[src/rtl/spi_reg_bridge_if.sv]
// Signal bundle between the SPI slave byte interface, the register bus and the bridge.
// The bridge uses the slave modport; the surrounding logic (or a bench) uses master.
interface spi_reg_bridge_if #(
    parameter int ADDR_W = 7
);
    logic              ssel;
    logic              byte_received;
    logic [7:0]        rx_data;
    logic              data_needed;
    logic [7:0]        tx_data;
    logic [ADDR_W-1:0] reg_addr;
    logic [7:0]        reg_wdata;
    logic              reg_we;
    logic              reg_re;
    logic [7:0]        reg_rdata;
    logic              busy;
    logic              underrun;

    modport slave (
        input  ssel, byte_received, rx_data, data_needed, reg_rdata,
        output tx_data, reg_addr, reg_wdata, reg_we, reg_re, busy, underrun
    );

    modport master (
        output ssel, byte_received, rx_data, data_needed, reg_rdata,
        input  tx_data, reg_addr, reg_wdata, reg_we, reg_re, busy, underrun
    );
endinterface

[src/rtl/spi_reg_bridge.sv]
// Parses SPI frames (command byte + data bytes) into register-bus writes and reads;
// read data is prefetched into tx_data ahead of the next byte shift.
module spi_reg_bridge #(
    parameter int         ADDR_W      = 7,
    parameter logic [7:0] STATUS_BYTE = 8'hA5
) (
    input logic             clk,
    input logic             rst_n,
    spi_reg_bridge_if.slave bus
);
    localparam logic [2:0] S_IDLE    = 3'd0;
    localparam logic [2:0] S_CMD     = 3'd1;
    localparam logic [2:0] S_WRITE   = 3'd2;
    localparam logic [2:0] S_RD_REQ  = 3'd3;
    localparam logic [2:0] S_RD_WAIT = 3'd4;
    localparam logic [2:0] S_READ    = 3'd5;

    logic [2:0]        r_state;
    logic [ADDR_W-1:0] r_addr;
    logic [7:0]        r_tx_data;
    logic [ADDR_W-1:0] r_reg_addr;
    logic [7:0]        r_reg_wdata;
    logic              r_reg_we;
    logic              r_reg_re;
    logic              r_underrun;
    logic              r_ssel_q;
    logic              r_dn_q;

    logic [ADDR_W-1:0] w_rx_addr;
    logic              w_dn_fall;
    logic              w_fetching;

    assign w_rx_addr  = bus.rx_data[ADDR_W-1:0];
    assign w_dn_fall  = r_dn_q & ~bus.data_needed;
    assign w_fetching = (r_state == S_RD_REQ) || (r_state == S_RD_WAIT);

    always_ff @(posedge clk or negedge rst_n) begin
        if (!rst_n) begin
            r_state     <= S_IDLE;
            r_addr      <= '0;
            r_tx_data   <= STATUS_BYTE;
            r_reg_addr  <= '0;
            r_reg_wdata <= '0;
            r_reg_we    <= 1'b0;
            r_reg_re    <= 1'b0;
            r_underrun  <= 1'b0;
            r_ssel_q    <= 1'b0;
            r_dn_q      <= 1'b0;
        end else begin
            r_ssel_q   <= bus.ssel;
            r_dn_q     <= bus.data_needed;
            r_reg_we   <= 1'b0;
            r_reg_re   <= 1'b0;
            r_underrun <= w_dn_fall && w_fetching;
            if (bus.ssel) begin
                r_state   <= S_IDLE;
                r_tx_data <= STATUS_BYTE;
            end else begin
                case (r_state)
                    // A frame starts only on a seen falling edge, so a reset released
                    // mid-frame stays idle until the master reselects.
                    S_IDLE: begin
                        if (r_ssel_q) begin
                            r_state <= S_CMD;
                        end
                    end
                    S_CMD: begin
                        if (bus.byte_received) begin
                            r_addr <= w_rx_addr;
                            if (bus.rx_data[7]) begin
                                r_state <= S_WRITE;
                            end else begin
                                r_state    <= S_RD_REQ;
                                r_reg_re   <= 1'b1;
                                r_reg_addr <= w_rx_addr;
                            end
                        end
                    end
                    S_WRITE: begin
                        if (bus.byte_received) begin
                            r_reg_we    <= 1'b1;
                            r_reg_addr  <= r_addr;
                            r_reg_wdata <= bus.rx_data;
                            r_addr      <= r_addr + ADDR_W'(1);
                        end
                    end
                    S_RD_REQ: begin
                        r_state <= S_RD_WAIT;
                    end
                    S_RD_WAIT: begin
                        r_tx_data <= bus.reg_rdata;
                        r_addr    <= r_addr + ADDR_W'(1);
                        r_state   <= S_READ;
                    end
                    S_READ: begin
                        if (bus.byte_received) begin
                            r_state    <= S_RD_REQ;
                            r_reg_re   <= 1'b1;
                            r_reg_addr <= r_addr;
                        end
                    end
                    default: begin
                        r_state <= S_IDLE;
                    end
                endcase
            end
        end
    end

    assign bus.tx_data   = r_tx_data;
    assign bus.reg_addr  = r_reg_addr;
    assign bus.reg_wdata = r_reg_wdata;
    assign bus.reg_we    = r_reg_we;
    assign bus.reg_re    = r_reg_re;
    assign bus.busy      = (r_state != S_IDLE);
    assign bus.underrun  = r_underrun;
endmodule

[src/flat_wrapper.sv]
// flat-port wrapper written by rule: the top's interface ports become plain ports
module spi_reg_bridge_flat 
#(
    parameter int         ADDR_W      = 7,
    parameter logic [7:0] STATUS_BYTE = 8'hA5
)
  (clk, rst_n, bus_ssel, bus_byte_received, bus_rx_data, bus_data_needed, bus_reg_rdata, bus_tx_data, bus_reg_addr, bus_reg_wdata, bus_reg_we, bus_reg_re, bus_busy, bus_underrun);
  spi_reg_bridge_if #(.ADDR_W(ADDR_W)) bus_i ();
  input logic clk;
  input logic rst_n;
  input wire logic [$bits(bus_i.ssel)-1:0] bus_ssel;
  input wire logic [$bits(bus_i.byte_received)-1:0] bus_byte_received;
  input wire logic [$bits(bus_i.rx_data)-1:0] bus_rx_data;
  input wire logic [$bits(bus_i.data_needed)-1:0] bus_data_needed;
  input wire logic [$bits(bus_i.reg_rdata)-1:0] bus_reg_rdata;
  output wire logic [$bits(bus_i.tx_data)-1:0] bus_tx_data;
  output wire logic [$bits(bus_i.reg_addr)-1:0] bus_reg_addr;
  output wire logic [$bits(bus_i.reg_wdata)-1:0] bus_reg_wdata;
  output wire logic [$bits(bus_i.reg_we)-1:0] bus_reg_we;
  output wire logic [$bits(bus_i.reg_re)-1:0] bus_reg_re;
  output wire logic [$bits(bus_i.busy)-1:0] bus_busy;
  output wire logic [$bits(bus_i.underrun)-1:0] bus_underrun;
  assign bus_i.ssel = bus_ssel;
  assign bus_i.byte_received = bus_byte_received;
  assign bus_i.rx_data = bus_rx_data;
  assign bus_i.data_needed = bus_data_needed;
  assign bus_i.reg_rdata = bus_reg_rdata;
  assign bus_tx_data = bus_i.tx_data;
  assign bus_reg_addr = bus_i.reg_addr;
  assign bus_reg_wdata = bus_i.reg_wdata;
  assign bus_reg_we = bus_i.reg_we;
  assign bus_reg_re = bus_i.reg_re;
  assign bus_busy = bus_i.busy;
  assign bus_underrun = bus_i.underrun;
  spi_reg_bridge #(.ADDR_W(ADDR_W), .STATUS_BYTE(STATUS_BYTE)) u_core (.clk(clk), .rst_n(rst_n), .bus(bus_i));
endmodule
[config.mk]
export PLATFORM = sky130hd
export DESIGN_NAME = spi_reg_bridge_flat
export DESIGN_NICKNAME = d
export VERILOG_FILES = /design/src/rtl/spi_reg_bridge_if.sv /design/src/rtl/spi_reg_bridge.sv /design/src/flat_wrapper.sv
export SDC_FILE = /design/constraint.sdc
export NUM_CORES = 1
export LEC_CHECK = 0
export ABC_AREA = 1
export BUFFER_PORTS_ARGS = -buffer_cell sky130_fd_sc_hd__buf_4
export CORE_ASPECT_RATIO = 1.25
export CORE_MARGIN = 5
export CORE_UTILIZATION = 40
export DETAILED_ROUTE_END_ITERATION = 8
export GPL_TIMING_DRIVEN = 0
export HOLD_SLACK_MARGIN = 0.12
export PLACE_DENSITY = 0.74
export SYNTH_ARGS = -nofsm -noshare
export SYNTH_HDL_FRONTEND = slang
export SYNTH_SLANG_ARGS = --single-unit
[constraint.sdc]
create_clock -name clk -period 1.5 [get_ports clk]
set_clock_uncertainty 0.05 [all_clocks]
set_input_delay 0.075 -clock clk [delete_from_list [all_inputs] [get_ports clk]]
set_output_delay 0.075 -clock clk [all_outputs]
set_load 0.005 [all_outputs]
# Word level (Yosys, flattened, before mapping)
# Cells that the tools add are included.
[op_classes] bitwise=3 div=0 mul=0 n_eq_ne=13 n_addsub=1 mux=22 shifts=0 reduce_logical=12 magnitude_cmp=0
[op_table] operator="two-way mux 7 bit" n=5
[op_table] operator="one-hot mux 7 bit (3 select lines)" n=1
[op_table] operator="one-hot mux 3 bit (6 select lines)" n=1
[op_table] operator="two-way mux 8 bit" n=2
[op_table] operator="one-hot mux 7 bit (2 select lines)" n=1
[op_table] operator="two-way mux 3 bit" n=4
[op_table] operator="!= test 2 bit (second input constant)" n=4
[op_table] operator="AND reduction 4 bit" n=2
[op_table] operator="adder 7 x 1 -> 7 bit (second input constant)" n=1
[op_table] operator="two-way mux 1 bit" n=7
[op_table] operator="equality test 3 x 2 -> 1 bit (second input constant)" n=2
[op_table] operator="equality test 3 bit (second input constant)" n=2
[op_table] operator="!= test 3 bit (second input constant)" n=2
[op_table] operator="nonzero test 3 bit" n=2
[op_table] operator="AND reduction 5 bit" n=1
[op_table] operator="nonzero test 2 bit" n=2
[op_table] operator="equality test 3 x 1 -> 1 bit (second input constant)" n=1
[op_table] operator="logical NOT 3 bit" n=1
[op_table] operator="!= test 3 x 2 -> 1 bit (second input constant)" n=1
[op_table] operator="AND reduction 3 bit" n=1
[op_table] operator="!= test 2 x 1 -> 1 bit (second input constant)" n=1
[op_table] operator="inverter 1 bit" n=2
[op_table] operator="one-hot mux 1 bit (2 select lines)" n=1
[op_table] operator="OR reduction 2 bit" n=1
[op_table] operator="3 further kinds" n=3
[totals] word_cells=61 output_inout_bits=27 rom_bits=0 n_memories=0 latchBits=0 ram_bits=0 register_bits=38 input_bits=21

# Logic depth before layout (Yosys ltp)
# Gate-level depths: netlist (run 1).
[logic_depth] depth_word=4 mapped_depth=9

# Least setup slack after synthesis (run 1)
# Ideal clock, no wire load.
[synth_timing] kind="register to register" startpoint="register u_core.r_state[1]" endpoint="register u_core.r_addr[3]" path_buffers=0 setup_slack_ns=0.209 period_less_slack_ns=1.291 path_stages_with_launch=9 setup_time_ns=0.117 arrival_time_ns=1.124 cell_sequence="dfrtp_1 -> nor2_1 -> nand2_2 -> nor2_4 -> inv_2 -> nand2_4 -> inv_2 -> nand2_1 -> nand2_1"
[synth_between] elab_chain_cells=3 elab_cells_between_ends=8
[synth_rtl] element="start, declared" line="spi_reg_bridge.sv:18" rtl="logic [2:0] r_state;"
[synth_rtl] element="start signal, assigned" line="spi_reg_bridge.sv:39" rtl="r_state <= S_IDLE;"
[synth_rtl] element="start signal, assigned" line="spi_reg_bridge.sv:56" rtl="r_state <= S_IDLE;"
[synth_rtl] element="start signal, assigned" line="spi_reg_bridge.sv:64" rtl="r_state <= S_CMD;"
[synth_rtl] element="equality test 3 x 2 -> 1 bit, or another cell as far along" line="spi_reg_bridge.sv:59" rtl="case (r_state)"
[synth_rtl] element="!= test 2 bit (no line) or nonzero test 3 bit (tied branches)"
[synth_rtl] element="AND reduction 4 bit (no line)"
[synth_rtl] element="end signal, assigned" line="spi_reg_bridge.sv:69" rtl="r_addr <= w_rx_addr;"
[synth_rtl] element="end signal, assigned" line="spi_reg_bridge.sv:84" rtl="r_addr <= r_addr + ADDR_W'(1);"
[synth_rtl] element="end signal, assigned" line="spi_reg_bridge.sv:92" rtl="r_addr <= r_addr + ADDR_W'(1);"
[synth_rtl] element="end, declared" line="spi_reg_bridge.sv:19" rtl="logic [ADDR_W-1:0] r_addr;"
# Several ways; a longest one is shown, not always the timed one.
# A chain may end at the register's enable or synchronous reset.

# Worst setup path in the final report (run 1)
[layout_timing] startpoint="register u_core.r_state[1]" endpoint="register u_core.r_addr[0]"
# Same word-level chain as after synthesis.

==> results of run 1 <==
metal layers:
layer	vias to the layer above	track usage, %	wire [µm]	part of all wire (%)
li1	827	-	-	-
met4	0	5.401	61	1.5
met5	-	0	0	0
met3	6	4.858	267	6.6
met1	765	15.73	1657	41
met2	46	27.86	2081	51
stage by stage:
step                      instances  power [mW]  setup slack, ns  instance area [µm²]
after CTS                       347       3.681          0.03314                 2579
after detailed placement        319       2.561         0.009540                 2233
after global placement          319       2.526          0.02088                 2233
after global routing            348       3.908        0.0006897                 2591
final                           348       3.647           0.1182                 2591
after floorplan                 214       2.051           0.2085                 1808
cell type report:
class,count,area share (%)
Clock inverter,2,2.318
Tap cell,58,2.801
Sequential cell,38,37.08
Multi-Input combinational cell,143,27.33
Clock buffer,6,3.187
Timing Repair Buffer,68,21.63
Buffer,4,1.352
Inverter,29,4.297
kinds of logic (layout without fill, tap and decap cells):
group / after synthesis / in the layout
flip-flops: 38 / 38
XOR/XNOR: 1 / 1
adder cells (fa/ha/maj): 1 / 1
AND/OR/NAND/NOR: 108 / 108
AO/OA/AOI/OAI: 33 / 33
buffers and inverters: 33 / 109
what timing repair did:
action	CTS	global route
endpoints found under the hold margin	63	0
pin swaps	0	1
endpoints found under the setup margin	1	17
hold buffers	20	0
setup buffers	0	1
resized for setup	1	5
state kept, by name (all words and copies together), names as in the netlist:
name,count
u_core.r_addr,7
u_core.bus.reg_re,1
u_core.bus.tx_data,8
u_core.bus.reg_we,1
u_core.r_state,3
u_core.bus.reg_wdata,8
u_core.r_dn_q,1
u_core.r_ssel_q,1
u_core.bus.underrun,1
u_core.bus.reg_addr,7
power by group through the flow:
stage          Sequential, mW  Clock (mW)  Combinational (mW)
3_5_place_dp             1.56           0                1.00
3_3_place_gp             1.54           0               0.983
5_1_grt                  1.59        1.13                1.19
2_1_floorplan            1.54           0               0.515
6_report                 1.54        1.07                1.04
4_1_cts                  1.54        1.09                1.05
worst paths after layout:
path	from	to	depth (start not counted)
worst min register to register	u_core.bus.reg_addr[3]	u_core.bus.reg_addr[3]	2
worst max-delay path	u_core.r_state[1]	u_core.r_addr[0]	8
max in group asynchronous	rst_n	u_core.bus.tx_data[5]	2
worst min-delay path	rst_n	u_core.bus.reg_wdata[2]	2
min in group clk	bus_data_needed	u_core.r_dn_q	2
worst max register to register	u_core.r_state[1]	u_core.r_addr[0]	8
synthesized netlist by cell type:
cell,number,area share [%]
nand2_4,3,1.9
a22o_1,4,1.9
inv_2,5,1.0
nand3_1,14,3.9
buf_6,2,1.2
a211oi_1,1,0.42
o22ai_1,2,0.69
o21ai_0,15,4.2
buf_4,1,0.42
nor3_1,1,0.28
inv_4,1,0.35
nor2_2,1,0.35
or2_2,2,0.69
nand3_2,1,0.55
nor2_1,5,1.0
nor2_4,1,0.62
xor2_1,1,0.48
dfrtp_1,34,47
ha_1,1,0.69
buf_2,1,0.28
nand2_2,3,1.0
nand2_1,76,16
o22a_1,4,1.9
o21ai_1,5,1.4
dfstp_2,4,5.8
inv_1,23,4.8
o21bai_1,2,0.83
nor3b_1,1,0.42
worst max-delay path, delay by kind of cell, from the launching register on:
kind          cells  cell delay, ns
simple gates      6            0.61
flops             1            0.44
buf+inv           2            0.17
==> results.ini, run 1 <==
[place]
place.gp.congestion=0.7921
hpwl_um=2950
port_buffers=47

[run_status]
status=finished clean

[global_route]
grt_usage_pct=15.03
grt_pass1_wl_um=7272
grt_pass1_vias=1729
grt_max_degree=39
grt-ovfl-total=0
antenna_found_initial=0

[setup_path]
slowest_delay_ns=0.44
ff2ff_setup_slack_ns=0.12
cp.required_ns=1.63
endpoint_kind=flop
crit_chain=nor2_2 -> nand2_2 -> nor2_4 -> inv_2 -> nand2_4 -> inv_2 -> nand2_1 -> nand2_1
worstSetupStartpointType=flop
worstSetupPathType=flop to flop
crit_fanout=8
slowest_stage=dfrtp_2
arrival_ns=1.51

[timing]
setup_viol=0
hold_slack_ns=0.2269
post-route-min-period_ns=1.382
rsz0062_at_grt=no
post-route-period-util_pct=92.12
fin_tns_setup_ns=0
slew_violations=0
worst_pin_slew_ns=0.4580
max_slew_margin_pct=69.47
fmax_mhz=723.7
hold_violations=0

[floorplan]
die_w_um=70.13
rows=27
coreArea_um2=4392
start_util_pct=41.17
fp.dieH_um=85.17
design.die.area_um2=5973
ios=48

[power_and_ir_drop]
power.leakage_nw=1.365
worst_ir_drop_vdd_mv=0.5938
powerDensity_nw_per_um2=1407
power_switching_mw=1.062
switching_share_pct=29.13
power_frac_seq_pct=42.3
p_int_mw=2.585
p_clk_share_pct=29.2
p_comb_share_pct=28.5

[clock_tree]
cts_buffers=5
clock_latency_ns=0.29
clock_path_buffers=2
cts_tree=done
cts_sinks=38
root_buffer=clkbuf_8
htreeDepth=2
path_clk_slew_ns=0.07

[drt]
wl_um=4067
avgViaCountPerCell=4.724
ant_nets=0
drt_pass1_iterations=4
wl_per_cell_um=11.69
drtIter0Drc=55
vias=1644
drcViolationCount=0

[final_layout]
fin_util_pct=59.00
final_cell_mix=nand2_1, buf_4, dfrtp_1, inv_1, dlygate4sd3_1
fill_cells=414
final_common_cell=nand2_1
multi_input_area_um2=708.2
final_nets=311
layout-drive-gt1-share_pct=30.00
regArea_um2=960.9
n_antenna_cell=0
area_growth_pct=43.32

[synthesis]
ys_seq_area_share_pct=52.87
synth_top_family_by_area=simple AND/OR/NAND/NOR gates
synth.area.mux_share_pct=0
syn_nets=236
synthAdderAreaFrac_pct=0.6920
synthXorXnorAreaFrac_pct=0.4844
synth.distinct_cells=28
synthSimpleGateAreaFrac_pct=26.51
ys_ff_latch=38
syn_inst=214
ys.warnings.count=0
syn_area_um2=1808
synth.avg_cell_area_um2=8.449
synth_compound_area_share_pct=11.35

[hold_path]
hp-class=primary input to async pin

[flow_run]
maxCapViolations=0

Note: power is estimated with default switching activity, not from simulation.
==> run 2, diff against run 1 <==
RECOVER_POWER = 50   (was unset)
REMOVE_ABC_BUFFERS = 1   (was unset)
==> run 2 against run 1 <==
Against the previous run:
- combinational power decreased by 4%
- routed wire length rose by 3.4%
- setup slack got worse by 0.012 ns
- cell count down 0.57%
- critical path depth shrank 1
- die area did not move
- largest cell class unchanged
==> results.ini, run 2 (same netlist as run 1, synthesis figures left out) <==
[setup_path]
worstSetupPathType=flop to flop
slowest_delay_ns=0.45  ; about the same
crit_fanout=6  ; -2
crit_chain=inv_2 -> nand3_2 -> inv_1 -> nand2_4 -> buf_4 -> nand2_1 -> o21ai_0
endpoint_kind=flop
critPathLaunch=u_core.r_state[0]
slowest_stage=dfrtp_2
worstSetupStartpointType=flop
cp.required_ns=1.62  ; about the same
r2r_start=u_core.r_state[0]
worst-path-buf-inv=3  ; +1
arrival_ns=1.52  ; about the same
cpLargestDelayFamily=flip-flops

[clock_tree]
root_buffer=clkbuf_8
path_clk_slew_ns=0.08  ; about the same
cts_sinks=38  ; unchanged
htreeDepth=2  ; unchanged
clock_latency_ns=0.29  ; about the same
clock_path_buffers=2  ; unchanged
cts_tree=done
cts_buffers=5  ; unchanged

[floorplan]
die_w_um=70.13  ; unchanged
coreArea_um2=4392  ; unchanged
rows=27  ; unchanged
start_util_pct=41.17  ; unchanged
fp.dieH_um=85.17  ; unchanged
ios=48  ; unchanged
design.die.area_um2=5973  ; unchanged

[timing]
fmax_mhz=717.7  ; -0.83%
slew_violations=0  ; unchanged
post-route-period-util_pct=92.89  ; +0.77 points
worst_pin_slew_ns=0.9246  ; +0.4666 ns
hold_slack_ns=0.4008  ; +0.1739 ns
post-route-min-period_ns=1.393  ; +0.01157 ns
hold_violations=0  ; unchanged
setup_viol=0  ; unchanged
max_slew_margin_pct=38.36  ; -31 points

[power_and_ir_drop]
p_clk_share_pct=22.1  ; -7.1 points
power_switching_mw=1.068  ; +0.54%
power_frac_seq_pct=47.4  ; +5.1 points
worst_ir_drop_vdd_mv=0.7683  ; +29%
switching_share_pct=32.43  ; +3.3 points
power.leakage_nw=1.335  ; -2.2%
powerDensity_nw_per_um2=1291  ; -8.3%
p_comb_share_pct=30.4  ; +1.9 points
p_int_mw=2.225  ; -14%

[place]
place.gp.congestion=0.8252  ; +4.2%
place_inst=315  ; -1.3%
hpwl_um=2852  ; -3.3%
port_buffers=47  ; unchanged

[final_layout]
area_growth_pct=41.11
stdcell_count=346  ; -0.57%
layout-drive-gt1-share_pct=28.82  ; -1.2 points
final_common_cell=nand2_1
n_antenna_cell=0  ; unchanged
fin_util_pct=58.09  ; -0.91 points
final_cell_mix=nand2_1, buf_4, dfrtp_1, inv_1, dlygate4sd3_1
final_nets=309  ; -0.64%
fill_cells=403  ; -2.7%

[drt]
wl_um=4204  ; +3.4%
drtIter0Drc=75  ; +36%
ant_nets=0  ; unchanged
drt_pass1_iterations=4  ; unchanged
wl_per_cell_um=12.15  ; +4.0%
avgViaCountPerCell=4.668  ; -1.2%
drcViolationCount=0  ; unchanged
vias=1615  ; -1.8%

[global_route]
grt-ovfl-total=0  ; unchanged
grt_pass1_wl_um=7355  ; +1.1%
grt_usage_pct=15.16  ; +0.14 points
grt_max_degree=39  ; unchanged
antenna_found_initial=0  ; unchanged
grt_pass1_vias=1647  ; -4.7%

[run_status]
status=finished clean

[hold_path]
hp-class=primary input to async pin

[flow_run]
maxCapViolations=0  ; unchanged

-- run 2: cell types whose count changed in the layout (fill, tap and decap cells not counted), sizes merged --
cell and delta:
buf -15, clkbuf +14, clkinv +1, bufinv -2
-- run 2: power by group through the flow --
stage / Combinational (mW) / Sequential [mW] / Clock, mW
floorplan: 0.476 / 1.55 / 0
global placement: 0.933 / 1.56 / 0
detailed placement: 0.959 / 1.58 / 0
CTS: 1.01 / 1.56 / 0.742
global route: 1.15 / 1.61 / 0.794
finish: 1.00 / 1.56 / 0.728
-- run 2: what timing repair did --
action,CTS,global route
setup buffers,0,3
pin swaps,0,2
endpoints found under the setup margin,7,14
resized for setup,2,8
endpoints found under the hold margin,63,0
hold buffers,20,0
-- run 2: final timing paths --
kind                                           endpoint  slack (ns)  cells past startpoint
worst max-delay path            u_core.bus.reg_wdata[6]        0.11                      7
worst min-delay path            u_core.bus.reg_wdata[5]        0.40                      2
worst max register to register  u_core.bus.reg_wdata[6]        0.11                      7
worst min register to register   u_core.bus.reg_addr[6]        0.43                      2
max in group asynchronous             u_core.r_state[2]        0.36                      2
min in group clk                          u_core.r_dn_q        0.41                      2
-- run 2: metrics by stage --
step | setup slack (ns) | setup TNS, ns | cell area [µm²] | power (mW)
after CTS | 0.008053 | 0 | 2495 | 3.313
final | 0.1066 | 0 | 2551 | 3.293
after global placement | -0.02319 | -0.07574 | 2198 | 2.497
after global routing | -0.01190 | -0.01190 | 2551 | 3.555
after detailed placement | -0.03513 | -0.1086 | 2198 | 2.539
after floorplan | 0.1925 | 0 | 1773 | 2.029
-- run 2: final cells by class --
type	instances	area (µm²)	area share [%]
multi-input combinational	143	734.5	28.79
timing repair buffer	70	581.8	22.81
inverter	29	111.4	4.365
sequential	38	959.7	37.62
clock inverter	1	5.005	0.1962
clock buffer	7	86.33	3.384
tap	58	72.57	2.845
-- run 2: per-layer routing --
metal	vias to the layer above	wire, µm	share of wire (%)	track usage [%]
met3	4	280	6.7	5.687
li1	824	-	-	-
met1	743	1755	42	17.47
met2	44	2138	51	26.05
met4	0	31	0.74	4.704
met5	-	0	0	0
==> run 3, diff against run 2 <==
BUFFER_PORTS_ARGS = unset   (was -buffer_cell sky130_fd_sc_hd__buf_4)
DONT_BUFFER_PORTS = 1   (was unset)
PLACE_DENSITY = 0.65   (was 0.74)
==> run 3 against run 2 <==
Against the previous run:
- fmax up 0.13%
- non-clock buffer count shrank 43
- sequential power grew 4%
- clock-buffer cell count down 1
- register-to-register slack about the same
- global-route usage down 1.2 points
- core utilization is 7.3 points lower
- sequential share of layout area up 5.4 points
- final area decreased by 13%
- critical path type unchanged
- critical endpoint is now u_core.bus.reg_addr[0]
==> results.ini, run 3 (same netlist as run 1, synthesis figures left out) <==
[run_status]
status=finished clean

[drt]
drcViolationCount=0  ; unchanged
avgViaCountPerCell=4.815  ; +3.2%
drtIter0Drc=73  ; -2.7%
wl_per_cell_um=13.40  ; +10%
vias=1459  ; -9.7%
wl_um=4059  ; -3.4%
ant_nets=0  ; unchanged
drt_pass1_iterations=4  ; unchanged

[place]
port_buffers=0  ; -100%
place_ws_ns=-0.04304  ; -0.007917 ns
place.gp.congestion=0.8237  ; -0.18%
hpwl_um=2680  ; -6.0%
place_inst=268  ; -15%

[power_and_ir_drop]
power.leakage_nw=1.124  ; -16%
p_int_mw=1.940  ; -13%
switching_share_pct=34.77  ; +2.3 points
power_switching_mw=1.034  ; -3.2%
power_frac_seq_pct=54.5  ; +7.1 points
powerDensity_nw_per_um2=1334  ; +3.3%
p_clk_share_pct=23.3  ; +1.2 points
p_comb_share_pct=22.2  ; -8.2 points
worst_ir_drop_vdd_mv=0.7351  ; -4.3%
p_total_mw=2.974  ; -9.7%

[setup_path]
slowest_delay_ns=0.46  ; about the same
endpoint_kind=flop
worstSetupPathType=flop to flop
arrival_ns=1.53  ; about the same
worst-path-buf-inv=3  ; unchanged
ff2ff_setup_slack_ns=0.11  ; about the same
cpLargestDelayFamily=simple AND/OR/NAND/NOR gates
crit_top_cell=nand2_1
worstSetupStartpointType=flop
cp.required_ns=1.64  ; +0.02 ns
rr_endpoint=u_core.bus.reg_addr[0]
crit_fanout=14  ; +8
r2r_start=u_core.r_state[2]
r2r_cells=8  ; +1
crit_chain=inv_2 -> nand3_4 -> inv_1 -> nand2_4 -> nand2_8 -> inv_4 -> nand2_1 -> nand2_1
slowest_stage=dfrtp_2

[timing]
setup_viol=0  ; unchanged
worst_pin_slew_ns=0.9168  ; -0.007805 ns
rsz0062_at_grt=no
slew_violations=0  ; unchanged
hold_violations=0  ; unchanged
fin_tns_setup_ns=0  ; unchanged
post-route-period-util_pct=92.77  ; -0.12 points
max_slew_margin_pct=38.88  ; +0.52 points
post-route-min-period_ns=1.392  ; -0.001784 ns
setup_slack_ns=0.1084  ; +0.001784 ns
fmax_mhz=718.6  ; +0.13%

[floorplan]
die_w_um=70.13  ; unchanged
ios=48  ; unchanged
start_util_pct=41.17  ; unchanged
rows=27  ; unchanged
fp.dieH_um=85.17  ; unchanged
design.die.area_um2=5973  ; unchanged
coreArea_um2=4392  ; unchanged

[global_route]
antenna_found_initial=0  ; unchanged
grt_pass1_wl_um=6679  ; -9.2%
grt_max_degree=39  ; unchanged
grt_usage_pct=14.01  ; -1.2 points
grt-ovfl-total=0  ; unchanged
grt_pass1_vias=1457  ; -12%

[clock_tree]
cts_sinks=38  ; unchanged
clock_path_buffers=2  ; unchanged
path_clk_slew_ns=0.08  ; about the same
htreeDepth=2  ; unchanged
root_buffer=clkbuf_8
clock_latency_ns=0.29  ; about the same
cts_buffers=5  ; unchanged
cts_tree=done

[final_layout]
stdcell_count=303  ; -12%
final_nets=266  ; -14%
fin_util_pct=50.77  ; -7.3 points
final_cell_mix=nand2_1, dfrtp_1, inv_1, dlygate4sd3_1, o21ai_0
final_common_cell=nand2_1
area_growth_pct=23.32
layout-drive-gt1-share_pct=16.73  ; -12 points
n_antenna_cell=0  ; unchanged

[hold_path]
worstHoldEndpoint=u_core.r_ssel_q
worst_hold_path.num_cells=1
hp-class=primary input to flop
hp-start=bus_ssel

[flow_run]
maxCapViolations=0  ; unchanged

run 3: cell count changes in the layout (fill, tap and decap cells not counted), sizes merged:
| cell | change |
|---|---|
| buf | -31 |
| clkbuf | -13 |
| clkdlybuf4s25 | +1 |
| clkinv | +1 |
| dlygate4sd3 | -1 |
run 3: power groups by stage:
stage	logic, mW	clock network [mW]	registers [mW]
2_1_floorplan	0.476	0	1.55
3_3_place_gp	0.543	0	1.63
3_5_place_dp	0.564	0	1.65
4_1_cts	0.646	0.708	1.63
5_1_grt	0.772	0.761	1.67
6_report	0.660	0.693	1.62
run 3: how the worst max path moves through the flow:
stage,from,endpoint,depth (start not counted)
floorplan,u_core.r_state[1],u_core.r_addr[3],7
global placement,u_core.r_state[1],u_core.r_addr[5],7
detailed placement,u_core.r_state[1],u_core.r_addr[5],7
CTS,u_core.r_state[1],u_core.r_addr[0],8
global route,u_core.r_state[0],u_core.r_addr[5],8
finish,u_core.r_state[2],u_core.bus.reg_addr[0],8
run 3: area by class of cell:
cell class	instances	area [µm²]
fill	411	2162
sequential	38	959.7
multi-input combinational	143	737.0
timing repair buffer	27	262.8
inverter	29	111.4
clock buffer	6	72.57
tap	58	72.57
clock inverter	2	13.76
run 3: repair_timing:
item / in CTS / in global routing
gates resized for setup: 3 / 8
hold buffers: 21 / 0
pin swaps: 0 / 4
setup buffers: 0 / 6
endpoints found under the setup margin: 7 / 19
endpoints found under the hold margin: 75 / 0
run 3: metal layers:
metal / GRT usage (%) / wire length, µm / vias to the layer above
li1: - / - / 736
met1: 15.93 / 1670 / 676
met5: 0 / 0 / -
met4: 4.704 / 61 / 0
met2: 23.82 / 2043 / 42
met3: 5.687 / 283 / 5
run 3: worst reg2reg max path: cells and delay by family (launching register included):
| kind | cells | cell delay, ns |
|---|---|---|
| buffers and inverters | 3 | 0.29 |
| flip-flops | 1 | 0.46 |
| AND/OR/NAND/NOR | 5 | 0.50 |
run 3: per-stage QoR:
stage | hold WS (ns) | cell area [µm²]
final | 0.2025 | 2230
after global routing | 0.2165 | 2230
after CTS | 0.1841 | 2166
after detailed placement | -0.2697 | 1846
after global placement | -0.2697 | 1846
after floorplan | -0.2706 | 1773
